$ cat config.mk
export PLATFORM = sky130hd
export DESIGN_NAME = vram_wr_arb
export DESIGN_NICKNAME = d
export VERILOG_FILES = /design/src/rtl/vdp_pkg.sv /design/src/rtl/vram_wr_arb_rr_arbiter.sv /design/src/rtl/vram_wr_arb.sv
export SDC_FILE = /design/constraint.sdc
export NUM_CORES = 1
export LEC_CHECK = 0
export CORE_UTILIZATION = 35
export CTS_CLUSTER_SIZE = 20
export DETAILED_ROUTE_END_ITERATION = 16
export GPL_TIMING_DRIVEN = 1
export PLACE_DENSITY = 0.72
export SLEW_MARGIN = 5
export SYNTH_ARGS = -nofsm -noshare
export SYNTH_HDL_FRONTEND = slang
export SYNTH_HIERARCHICAL = 1
export SYNTH_SLANG_ARGS = --single-unit
$ cat constraint.sdc
create_clock -name CLOCK_50 -period 4.5 [get_ports CLOCK_50]
set_input_delay 0.9 -clock CLOCK_50 [delete_from_list [all_inputs] [get_ports CLOCK_50]]
set_output_delay 0.9 -clock CLOCK_50 [all_outputs]
set_load 0.1 [all_outputs]
$ cat src/rtl/vdp_pkg.sv
// -----------------------------------------------------------------------------
// vdp_pkg
// Shared video-pipeline definitions: framebuffer geometry, pixel/address
// types, the vram write-arbiter state encoding and the grant_id value that
// marks writes issued by the clear sequencer.
// -----------------------------------------------------------------------------
package vdp_pkg;

    localparam int FB_W     = 280;
    localparam int FB_H     = 192;
    localparam int FB_WORDS = FB_W * FB_H;

    typedef logic [23:0] pixel_t;
    typedef logic [15:0] vadr_t;

    typedef enum logic {
        ARB   = 1'b0,
        CLEAR = 1'b1
    } arb_state_t;

    localparam logic [2:0] GRANT_CLEAR = 3'd7;

endpackage

$ cat src/rtl/vram_wr_arb_rr_arbiter.sv
// -----------------------------------------------------------------------------
// rr_arbiter
// Round-robin arbiter: combinational one-hot grant to the first asserted req
// at or above the pointer (wrapping modulo N); the pointer moves to the slot
// after the winner whenever a grant is issued.
//
// Ports:
//   clk        in   clock (posedge)
//   rst_n      in   asynchronous active-low reset, pointer -> 0
//   req        in   N  request vector (already qualified by the caller)
//   grant      out  N  one-hot grant, zero when nothing requests
//   grant_idx  out  3  binary index of the granted bit (0 when none)
// -----------------------------------------------------------------------------
module rr_arbiter #(
    parameter int N = 3
) (
    input  logic         clk,
    input  logic         rst_n,
    input  logic [N-1:0] req,
    output logic [N-1:0] grant,
    output logic [2:0]   grant_idx
);

    logic [2:0] ptr_q;

    always_comb begin
        logic found;
        grant     = '0;
        grant_idx = '0;
        found     = 1'b0;
        for (int off = 0; off < N; off++) begin
            int j;
            j = int'(ptr_q) + off;
            if (j >= N) j = j - N;
            if (!found && req[j]) begin
                grant[j]  = 1'b1;
                grant_idx = 3'(j);
                found     = 1'b1;
            end
        end
    end

    always_ff @(posedge clk or negedge rst_n) begin
        if (!rst_n) begin
            ptr_q <= '0;
        end else if (|grant) begin
            ptr_q <= (grant_idx == 3'(N - 1)) ? 3'd0 : grant_idx + 3'd1;
        end
    end

endmodule

$ cat src/rtl/vram_wr_arb.sv
// -----------------------------------------------------------------------------
// vram_wr_arb
// Shares the single framebuffer write port among N_REQ pixel producers with
// round-robin arbitration, and contains a clear sequencer that fills all
// FB_WORDS words with one colour at one word per cycle.
//
// Ports:
//   CLOCK_50     in   system clock
//   reset_n      in   asynchronous active-low reset
//   req_valid    in   N_REQ      per-requester write request
//   req_ready    out  N_REQ      per-requester accept (combinational, one-hot)
//   req_adr      in   N_REQ*AW   packed addresses, requester i at [i*AW +: AW]
//   req_d        in   N_REQ*DW   packed pixel data, same packing
//   clear_start  in   pulse starting a framebuffer clear
//   clear_color  in   DW         fill colour, captured with clear_start
//   clear_busy   out  clear sequence running
//   vram_we      out  registered write enable
//   vram_wadr    out  AW         registered write address
//   vram_d       out  DW         registered write data
//   grant_id     out  3          source of the current write (7 = clear)
//   grant_cnt    out  N_REQ*32   per-requester transfer counters (stats only)
//   clear_cnt    out  16         completed-clear counter (stats only)
//
// Build option: define VRAM_WR_ARB_STATS_EN to add grant_cnt / clear_cnt.
// -----------------------------------------------------------------------------
module vram_wr_arb #(
    parameter int N_REQ    = 3,
    parameter int DW       = 24,
    parameter int AW       = 16,
    parameter int FB_WORDS = vdp_pkg::FB_WORDS
) (
    input  logic                CLOCK_50,
    input  logic                reset_n,
    input  logic [N_REQ-1:0]    req_valid,
    output logic [N_REQ-1:0]    req_ready,
    input  logic [N_REQ*AW-1:0] req_adr,
    input  logic [N_REQ*DW-1:0] req_d,
    input  logic                clear_start,
    input  logic [DW-1:0]       clear_color,
    output logic                clear_busy,
    output logic                vram_we,
    output logic [AW-1:0]       vram_wadr,
    output logic [DW-1:0]       vram_d,
`ifdef VRAM_WR_ARB_STATS_EN
    output logic [N_REQ*32-1:0] grant_cnt,
    output logic [15:0]         clear_cnt,
`endif
    output logic [2:0]          grant_id
);

    import vdp_pkg::*;

    localparam logic [AW-1:0] LAST_ADR = AW'(FB_WORDS - 1);

    arb_state_t       state_q, state_d;
    logic [AW-1:0]    cnt_q, cnt_d;
    logic [DW-1:0]    color_q, color_d;
    logic             we_d;
    logic [AW-1:0]    wadr_d;
    logic [DW-1:0]    d_d;
    logic [2:0]       gid_d;
    logic [N_REQ-1:0] arb_req;
    logic [N_REQ-1:0] grant;
    logic [2:0]       grant_idx;

    // Requests only compete in ARB, outside reset, and never in the cycle a
    // clear is requested; so every grant is a transfer.
    assign arb_req    = (reset_n && state_q == ARB && !clear_start) ? req_valid : '0;
    assign req_ready  = grant;
    assign clear_busy = (state_q == CLEAR);

    rr_arbiter #(
        .N (N_REQ)
    ) u_rr (
        .clk       (CLOCK_50),
        .rst_n     (reset_n),
        .req       (arb_req),
        .grant     (grant),
        .grant_idx (grant_idx)
    );

    always_comb begin
        state_d = state_q;
        cnt_d   = cnt_q;
        color_d = color_q;
        we_d    = 1'b0;
        wadr_d  = vram_wadr;
        d_d     = vram_d;
        gid_d   = grant_id;
        case (state_q)
            ARB: begin
                if (clear_start) begin
                    state_d = CLEAR;
                    cnt_d   = '0;
                    color_d = clear_color;
                end else if (|grant) begin
                    we_d   = 1'b1;
                    wadr_d = req_adr[grant_idx*AW +: AW];
                    d_d    = req_d[grant_idx*DW +: DW];
                    gid_d  = grant_idx;
                end
            end
            CLEAR: begin
                we_d   = 1'b1;
                wadr_d = cnt_q;
                d_d    = color_q;
                gid_d  = GRANT_CLEAR;
                if (cnt_q == LAST_ADR) begin
                    state_d = ARB;
                    cnt_d   = '0;
                end else begin
                    cnt_d = cnt_q + 1'b1;
                end
            end
            default: state_d = ARB;
        endcase
    end

    always_ff @(posedge CLOCK_50 or negedge reset_n) begin
        if (!reset_n) begin
            state_q   <= ARB;
            cnt_q     <= '0;
            vram_we   <= 1'b0;
            vram_wadr <= '0;
            vram_d    <= '0;
            grant_id  <= '0;
        end else begin
            state_q   <= state_d;
            cnt_q     <= cnt_d;
            vram_we   <= we_d;
            vram_wadr <= wadr_d;
            vram_d    <= d_d;
            grant_id  <= gid_d;
        end
    end

    // Fill colour is pure data and is always written before use.
    always_ff @(posedge CLOCK_50) begin
        color_q <= color_d;
    end

`ifdef VRAM_WR_ARB_STATS_EN
    always_ff @(posedge CLOCK_50 or negedge reset_n) begin
        if (!reset_n) begin
            grant_cnt <= '0;
            clear_cnt <= '0;
        end else begin
            for (int i = 0; i < N_REQ; i++) begin
                if (grant[i]) grant_cnt[i*32 +: 32] <= grant_cnt[i*32 +: 32] + 32'd1;
            end
            if (state_q == CLEAR && cnt_q == LAST_ADR) clear_cnt <= clear_cnt + 16'd1;
        end
    end
`endif

endmodule

# Yosys cells after proc, flatten, opt, wreduce, memory -nomap -nowiden
# Cells that the tools add are included.
# totals
regBits,88
in_bits,150
wordCells,94
# op_classes
add_sub_neg,7
n_mul,1
magnitude_cmp,9
n_eq_ne,5
shift,2
mux,46
bitwise,3
reduce_logical,13
# op_table
op,count
$ge A32 B1 Y1 const B,3
$lt A32 B4 Y1 const B,3
$mux W32,3
$shiftx A72 B9 Y24,1
$ge A32 B3 Y1 const B,2
$mux W16,4
$pmux W16 S2,2
$sub A32 B3 Y32 const B,2
$mux W24,2
$pmux W24 S2,1
$shiftx A48 B8 Y16,1
$mux W3,10
$add A16 B1 Y16 const B,1
$eq A16 B16 Y1 const B,1
$mux W1,15
$logic_and A1 B1 Y1,7
$bmux W1 S2,3
$demux W1 S2,3
$or A3 B3 Y3,2
$pmux W3 S2,1
$mul A3 B2 Y5 const B,1
$add A3 B1 Y4 const B,1
$add A3 B2 Y4 const B,1
$ne A2 B2 Y1 const B,2
10 further kinds,14

# Depth between registers and ports, before layout
# Gate-level depths: netlist of the first run.
# logic_depth
word_depth,19
mapped_depth,17
mapped_depth_nobuf,13

# Modules after synthesis
# Netlist of the first run, hierarchy kept.
# modules_own_cells
module,instances,cells_each,area_each_um2,seq_area_each_um2
vram_wr_arb,1,422,4460.5,2247.2
rr_arbiter,1,136,1014.7,75.1

# Worst setup path before layout of the first run
# Ideal clock, no wire load.
# synth_timing
path_type,register to register
from,"reg state_q, in the netlist clear_busy"
to,reg vram_d[0]
setup_time_ns,0.134
t_arrival_ns,4.779
required_time_ns,4.366
setup_slack_ns,-0.412
path_stages_with_launch,16
synth_period_minus_slack_ns,4.912
cell_sequence,dfrtp_1 > clkbuf_1 > nor2_1 > clkbuf_1 > and3_1 > or4bb_1 > nand4_1 > or2_2 > or3_1 > o211ai_2 > nor3_1 > or2_2 > clkbuf_1 > buf_2 > a22oi_1 > o21ai_0
# synth_lines
item,line,text
start: declaration,vram_wr_arb.sv:55,"arb_state_t state_q, state_d;"
start signal: assignment,vram_wr_arb.sv:128,state_q <= state_d;
$not A1 Y1 (no source line) *,-,
$logic_and A1 B1 Y1 * (2 in series),vram_wr_arb.sv:68,assign arb_req = (reset_n && state_q == ARB && !clear_start) ? req_valid : '0;
$mux W3 *,vram_wr_arb.sv:68,
via arb_req[0],vram_wr_arb.sv:62,logic [N_REQ-1:0] arb_req;
$bmux W1 S2,vram_wr_arb_rr_arbiter.sv:35,if (!found && req[j]) begin
$mux W1 (implied by the code) (2 in series),vram_wr_arb_rr_arbiter.sv:35,
$mux W1,vram_wr_arb_rr_arbiter.sv:35,
$logic_not A1 Y1,vram_wr_arb_rr_arbiter.sv:35,
$logic_and A1 B1 Y1,vram_wr_arb_rr_arbiter.sv:35,
$mux W1,vram_wr_arb_rr_arbiter.sv:35,
$logic_not A1 Y1,vram_wr_arb_rr_arbiter.sv:35,
$logic_and A1 B1 Y1,vram_wr_arb_rr_arbiter.sv:35,
$mux W3 *,vram_wr_arb_rr_arbiter.sv:35,
via req_ready[2],vram_wr_arb.sv:35,"output logic [N_REQ-1:0] req_ready,"
$reduce_or A3 Y1 *,vram_wr_arb.sv:96,end else if (|grant) begin
$ne A2 B1 Y1 (no source line) *,-,
$reduce_and A2 Y1 (no source line) *,-,
end signal: assignment,vram_wr_arb.sv:125,vram_d <= '0;
end signal: assignment,vram_wr_arb.sv:132,vram_d <= d_d;
end: declaration,vram_wr_arb.sv:43,"output logic [DW-1:0] vram_d,"
# Mark *: on every way through the listed nets, which the timed path passes. The rest lies on a longest branch. The select of a mux whose other input is x is not followed.
# A chain may end at the register's enable or synchronous reset.

# Final worst setup path of the first run
# layout_timing
from,in clear_start
to,out req_ready[2]
# layout_between
elab_chain_cells,13
# layout_lines
item,line,text
start: declaration,vram_wr_arb.sv:38,"input logic clear_start,"
$logic_not A1 Y1 *,vram_wr_arb.sv:68,
$logic_and A1 B1 Y1 *,vram_wr_arb.sv:68,
$mux W3 *,vram_wr_arb.sv:68,
via arb_req[2],vram_wr_arb.sv:62,
$bmux W1 S2,vram_wr_arb_rr_arbiter.sv:35,
$mux W1 (implied by the code) (2 in series),vram_wr_arb_rr_arbiter.sv:35,
$mux W1,vram_wr_arb_rr_arbiter.sv:35,
$logic_not A1 Y1,vram_wr_arb_rr_arbiter.sv:35,
$logic_and A1 B1 Y1,vram_wr_arb_rr_arbiter.sv:35,
$mux W1,vram_wr_arb_rr_arbiter.sv:35,
$logic_not A1 Y1,vram_wr_arb_rr_arbiter.sv:35,
$logic_and A1 B1 Y1,vram_wr_arb_rr_arbiter.sv:35,
$mux W3 *,vram_wr_arb_rr_arbiter.sv:35,
end: declaration,vram_wr_arb.sv:35,
# Marked as above.

==> impl_metrics.tcl, run 1 <==
set metrics [dict create \
    run_status "finished clean" \
    worstSetupStartpointType "primary input" \
    routed_wire_length_per_instance_um 17.91 \
    place_hpwl_mm 12.33 \
    drc_violations_left 0 \
    timing.final.crit_share 0.9814 \
    synth_top_cells_by_area "sky130_fd_sc_hd__dfrtp_1 (29%), sky130_fd_sc_hd__edfxtp_1 (13%), sky130_fd_sc_hd__mux2i_1 (8.8%)" \
    finalSetupTns_ns 0 \
    rsz0062_at_grt "false" \
    wirelength_mm 16.98 \
    worst_setup_path_end_kind "primary output" \
    routed-via-count 5203 \
    postLayoutCoreUtil 0.5234 \
    worst_ep_required_time_ns 3.60 \
    placement_setup_slack_ns -0.01780 \
    layout.nets 892 \
    power.ir.vdd_worst_mv 0.2187 \
    final_hold_viol_count 0 \
    ys_seq_elements 88 \
    drt_first_pass_iters 5 \
    die_width_um 127.1 \
    clock_tree_from_tritoncts "built" \
    drive_above_1_share 0.08412 \
    portBuffers 197 \
    power.switching_fraction 0.4495 \
    cts-buffers-inserted 9 \
    worst_hold_slack_ns 0.4206 \
    cp.arrival_ns 3.52 \
    layout_min_cycle_time_ns 4.416 \
    grt_overflow_total 0 \
    sw_pwr_mw 1.687 \
    first_pass_grt_wire_length_mm 26.57 \
    synthesis.nets 718 \
    synth-edff-count 24 \
    intPower_mw 2.066 \
    yosysUniqueCellTypes 68 \
    clk_pin_slew_worst_paths_ns 0.06 \
    via_per_inst 5.488 \
    synth_area_um2 5475 \
    antenna_found_initial 0 \
    io_pins 198 \
    fin_worst_skew_ns 0.005001 \
    antenna_violating_nets_post_route 0 \
    critical_path_peak_fanout 9 \
    cts-htree-levels 3 \
    finalWeightedCongestion 0.8795 \
    yosys.area.top_type_share 0.2925 \
    synth.largest_area_cell "sky130_fd_sc_hd__dfrtp_1" \
    floorplan.die.height_um 127.1 \
    report.final.slew_viol_count 0 \
    clock_power_share 0.198 \
    power_leakage_nw 3.011 \
    pwr-share-seq 0.293 \
    grt_start_max_net_pins 89 \
    min-delay-path-class "in2async" \
    worst-slew-pin-transition_ns 1.061 \
    fraction_of_registers_with_async_set_reset 0.7273 \
    post-cts-setup-buffers 0 \
    design.die.area_um2 16150 \
    place.detailed.instances 932 \
    worstRegToRegCells 13 \
    groute.usage.overall 0.2116 \
    max_freq_mhz 226.4 \
    avgSynthCellArea_um2 9.812 \
    ys_seq_area_frac 0.4241 \
    synthesis.yosys.warnings 6 \
    postSynth.topFlopCell "sky130_fd_sc_hd__dfrtp_1" \
    slew_headroom 0.2915 \
    maxCapViolations 0 \
    r2r_slack_ns 0.55 \
    cts.sink_count 88 \
    cts.hold.buffers_added 0 \
    ctsResizeCount 0 \
    r2r_end "vram_d[6]" \
    p_total_mw 3.753 \
    combinationalPowerShare 0.509 \
    post_synth_inst_count 558 \
    drt_iter0_markers 338 \
    vias_in_the_first_global_route 5243 \
    antennaDiodeCount 0 \
    rows 45 \
    core_area_um2 15260 \
    finalSetupViolations 0 \
    post-route-worst-setup-slack_ns 0.08363 \
    power_per_cell_area_nw_per_um2 470.0 \
    timing.critical_path.from "clear_start" \
    root_buffer "sky130_fd_sc_hd__clkbuf_16" \
    regToRegStartpoint "u_rr/ptr_q[1]" \
    clk-insertion-delay-late_ns 0.34 \
    clock_tree.buffer_depth 2 \
    finalInstanceArea_um2 7986 \
    critPathKind "in2out" \
    postPlaceCellArea_um2 7690 \
    final-instance-count-excl-fill 948 \
    syn2layout_area_growth_pct 45.86 \
    initial_util 0.3588 \
]
-- metal layers --
metal / vias up / share of wire / global-route usage
li1: 2475 / - / -
met1: 2465 / 0.41 / 0.2431
met2: 224 / 0.49 / 0.3691
met3: 39 / 0.071 / 0.05360
met4: 0 / 0.029 / 0.09944
met5: - / 0 / 0
-- flip-flops by register name, summed over array words and instances (netlist names) --
name	flops
color_q	24
u_rr/ptr_q	3
vram_wadr	16
cnt_q	16
grant_id	3
clear_busy	1
vram_we	1
vram_d	24
-- worst max-delay path, cell delays in order --
cell                              delay (ns)
sky130_fd_sc_hd__clkdlybuf4s50_1        0.52
sky130_fd_sc_hd__nor2_1                 0.09
sky130_fd_sc_hd__buf_4                  0.18
sky130_fd_sc_hd__and3_2                 0.27
sky130_fd_sc_hd__a21boi_1               0.19
sky130_fd_sc_hd__or2_2                  0.39
sky130_fd_sc_hd__or4_1                  0.61
sky130_fd_sc_hd__o211ai_4               0.15
sky130_fd_sc_hd__buf_12                 0.21
-- worst max path at each step --
stage / slack (ns) / end
after floorplan: 0.11 / vram_d[0]
after global placement: 0.12 / req_ready[2]
after detailed placement: -0.02 / vram_d[19]
after CTS: 0.06 / req_ready[2]
after global routing: 0.02 / req_ready[2]
final: 0.08 / req_ready[2]
-- layout make-up --
cell class / instances / area, um2
sequential: 88 / 2323
tap: 211 / 264.0
inverter: 8 / 30.03
fill: 1421 / 7272
clock buffer: 13 / 271.5
clock inverter: 3 / 22.52
timing repair buffer: 215 / 2170
multi-input combinational: 410 / 2905
-- synth_stat cells (5+ instances only) --
library cell                instances
sky130_fd_sc_hd__o2bb2ai_1         41
sky130_fd_sc_hd__nand3_1            9
sky130_fd_sc_hd__nor3_1             7
sky130_fd_sc_hd__a21oi_1           14
sky130_fd_sc_hd__o21ai_0           47
sky130_fd_sc_hd__nor2_1            13
sky130_fd_sc_hd__nor2b_1            5
sky130_fd_sc_hd__nand2_1           64
sky130_fd_sc_hd__or3_1              5
sky130_fd_sc_hd__mux2i_1           48
sky130_fd_sc_hd__buf_2             18
sky130_fd_sc_hd__a31oi_1           15
sky130_fd_sc_hd__dfrtp_1           64
sky130_fd_sc_hd__clkbuf_1          21
sky130_fd_sc_hd__edfxtp_1          24
sky130_fd_sc_hd__and3_1             8
sky130_fd_sc_hd__a22oi_1           41
sky130_fd_sc_hd__inv_1              6
sky130_fd_sc_hd__ha_1              10
sky130_fd_sc_hd__nand4_1            8
-- layout by cell type, fill, tap and decap left out, drive strengths merged, types with 5 or more instances in the layout --
cell and count:
clkdlybuf4s50 192, nand2 64, dfrtp 64, o21ai 51, mux2i 48, o2bb2ai 41, a22oi 41, edfxtp 24
buf 23, a31oi 15, a21oi 14, nor2 13, clkbuf 13, ha 10, nand3 9, and3 9
inv 9, nor3 9, nand4 8, nor2b 6, or3 5, o211ai 5
-- kinds of logic after synthesis --
logic type	share of synthesized area
AO/OA/AOI/OAI	0.2436
XOR/XNOR	0.004800
adder cells (fa/ha/maj)	0.02285
buffers and inverters	0.05416
flip-flops	0.4241
multiplexers	0.09255
AND/OR/NAND/NOR	0.1579
-- power by group through the flow --
stage | Combinational, mW | Sequential [mW] | Clock [mW]
final | 1.91 | 1.10 | 0.743
after global routing | 2.04 | 1.12 | 0.787
after CTS | 1.91 | 1.10 | 0.759
after detailed placement | 1.91 | 1.11 | 0
after global placement | 1.88 | 1.10 | 0
after floorplan | 0.894 | 1.58 | 0
Note: power is estimated with default switching activity, not from simulation.
==> run 2: changes to the inputs <==
- SLEW_MARGIN: 5 -> 20
==> results of run 2 <==
Final layout, timing and power as in run 1 (identical DEF).
==> run 3: changes to the inputs <==
- GPL_ROUTABILITY_DRIVEN: not set -> 0
- SETUP_SLACK_MARGIN: not set -> 0.4
==> run 3 against run 2 <==
Largest power group unchanged; utilization up 0.30 points; via count decreased by 1.1%; register-to-register slack improved by 0.19 ns; highest routed layer unchanged; routed wire length is 2.4% lower; combinational power is essentially flat.
==> impl_metrics.tcl, run 3 (same netlist as run 1, synthesis figures left out) <==
set metrics [dict create \
    min-delay-path-class "reg2reg" \
    worstSetupStartpointType "primary input" \
    finalSetupViolations 0 \
    cts.sink_count 88 \
    worst-slew-pin-transition_ns 1.007 \
    power_leakage_nw 3.003 \
    design.die.area_um2 16150 \
    drt_iter0_markers 277 \
    vias_in_the_first_global_route 5206 \
    report.final.slew_viol_count 0 \
    syn2layout_area_growth_pct 46.69 \
    routed-via-count 5148 \
    clk-insertion-delay-late_ns 0.34 \
    power_per_cell_area_nw_per_um2 463.4 \
    antenna_found_initial 0 \
    critPathKind "in2out" \
    post-route-worst-setup-slack_ns 0.4656 \
    rsz0062_at_grt "false" \
    critical_path.cell_chain "clkdlybuf4s50_1 > and3_4 > buf_4 > nand4bb_1 > nand4_1 > or2_4 > or4_4 > o211ai_4 > buf_12" \
    antenna_violating_nets_post_route 0 \
    slew_headroom 0.3268 \
    first_pass_grt_wire_length_mm 26.47 \
    finalInstanceArea_um2 8031 \
    finalSetupTns_ns 0 \
    core_area_um2 15260 \
    worst_ep_required_time_ns 3.60 \
    rows 45 \
    worstPathBufferInverterCount 3 \
    p_total_mw 3.721 \
    postLayoutCoreUtil 0.5264 \
    drc_violations_left 0 \
    max_freq_mhz 247.9 \
    grt_overflow_total 0 \
    cp.arrival_ns 3.13 \
    layout_min_cycle_time_ns 4.034 \
    clk_pin_slew_worst_paths_ns 0.06 \
    wirelength_mm 16.58 \
    grt_start_max_net_pins 89 \
    cts-buffers-inserted 9 \
    placement_setup_slack_ns 0.1485 \
    portBuffers 197 \
    mostFrequentLayoutCell "sky130_fd_sc_hd__clkdlybuf4s50_1" \
    initial_util 0.3588 \
    place_hpwl_mm 12.08 \
    cts-htree-levels 3 \
    groute.usage.overall 0.2088 \
    critPathTopFamily "simple AND/OR/NAND/NOR gates" \
    critical_path_peak_fanout 6 \
    fin_worst_skew_ns 0.005639 \
    maxCapViolations 0 \
    slowest_stage "sky130_fd_sc_hd__or4_4" \
    clock_tree.buffer_depth 2 \
    power.ir.vdd_worst_mv 0.2197 \
    final_hold_viol_count 0 \
    most_frequent_cells_in_the_layout "sky130_fd_sc_hd__clkdlybuf4s50_1 (192), sky130_fd_sc_hd__nand2_1 (64), sky130_fd_sc_hd__dfrtp_1 (62), sky130_fd_sc_hd__mux2i_1 (48), sky130_fd_sc_hd__o21ai_0 (47)" \
    worstHoldStart "color_q[21]" \
    floorplan.die.height_um 127.1 \
    root_buffer "sky130_fd_sc_hd__clkbuf_16" \
    drt_first_pass_iters 7 \
    regToRegStartpoint "u_rr/ptr_q[1]" \
    drive_above_1_share 0.09634 \
    io_pins 198 \
    cts.hold.buffers_added 0 \
    clock_tree_from_tritoncts "built" \
    run_status "finished clean" \
    worst_path_max_stage_delay_ns 0.57 \
    largest_registers "color_q (24), vram_d (24)" \
    postPlaceCellArea_um2 7707 \
    antennaDiodeCount 0 \
    die_width_um 127.1 \
    routed_wire_length_per_instance_um 17.49 \
    worst_setup_path_end_kind "primary output" \
    timing.final.crit_share 0.8965 \
    via_per_inst 5.430 \
    timing.critical_path.from "req_valid[1]" \
    layout.nets 892 \
]
-- run 3: cell types whose count changed in the layout (fill, tap and decap cells not counted), sizes merged --
cell         change
buf              -1
dlygate4sd2      +1
-- run 3: per-layer routing --
metal | part of all wire | global-route usage | vias up | wire length [um]
met1 | 0.41 | 0.2467 | 2454 | 6743
met4 | 0.014 | 0.06162 | 0 | 228
li1 | - | - | 2471 | -
met2 | 0.50 | 0.3668 | 204 | 8343
met3 | 0.076 | 0.06114 | 19 | 1263
met5 | 0 | 0 | - | 0
-- run 3: worst register-to-register path, cell delays in order, from the launching register on --
cell                        delay [ns]
sky130_fd_sc_hd__dfrtp_2          0.48
sky130_fd_sc_hd__ha_1             0.22
sky130_fd_sc_hd__inv_1            0.05
sky130_fd_sc_hd__ha_2             0.45
sky130_fd_sc_hd__nor4b_2          0.08
sky130_fd_sc_hd__or3_1            0.40
sky130_fd_sc_hd__a2bb2oi_1        0.17
sky130_fd_sc_hd__or4_4            0.56
sky130_fd_sc_hd__o211ai_4         0.11
sky130_fd_sc_hd__buf_4            0.17
sky130_fd_sc_hd__nor3_2           0.06
sky130_fd_sc_hd__or2_4            0.34
sky130_fd_sc_hd__buf_12           0.20
sky130_fd_sc_hd__a22oi_1          0.19
sky130_fd_sc_hd__o21ai_0          0.11
-- run 3: final timing paths --
| check | slack [ns] | end | cells past startpoint |
|---|---|---|---|
| max | 0.47 | req_ready[2] | 9 |
| min | 0.45 | vram_d[21] | 2 |
| max reg2reg | 0.74 | vram_wadr[15] | 14 |
| min reg2reg | 0.45 | vram_d[21] | 2 |
| max in group asynchronous | 3.12 | clear_busy | 2 |
| min in group asynchronous | 0.46 | vram_d[9] | 1 |
-- run 3: layout make-up --
cell class	instances	area [um2]
Clock inverter	3	17.52
Sequential cell	88	2327
Clock buffer	13	250.2
Tap cell	211	264.0
Inverter	8	30.03
Timing Repair Buffer	215	2171
Multi-Input combinational cell	410	2972
Fill cell	1364	7227
-- run 3: report_power, final --
part	switching, mW	internal [mW]	total, mW
Clock	0.302	0.389	0.692
Sequential	0.144	0.956	1.10
Combinational	1.24	0.689	1.93
-- run 3: timing repair --
action,4_1_cts,5_1_grt
pin swaps,3,0
gates resized for setup,8,5
endpoints found under the setup margin,3,3
buffers inserted,2,0
-- run 3: metrics by stage --
| step | hold WS, ns | instances |
|---|---|---|
| final | 0.4536 | 948 |
| after detailed placement | 0.4413 | 930 |
| after CTS | 0.4470 | 948 |
| after global routing | 0.4592 | 948 |
| after global placement | 0.4325 | 930 |
| after floorplan | 0.4297 | 558 |
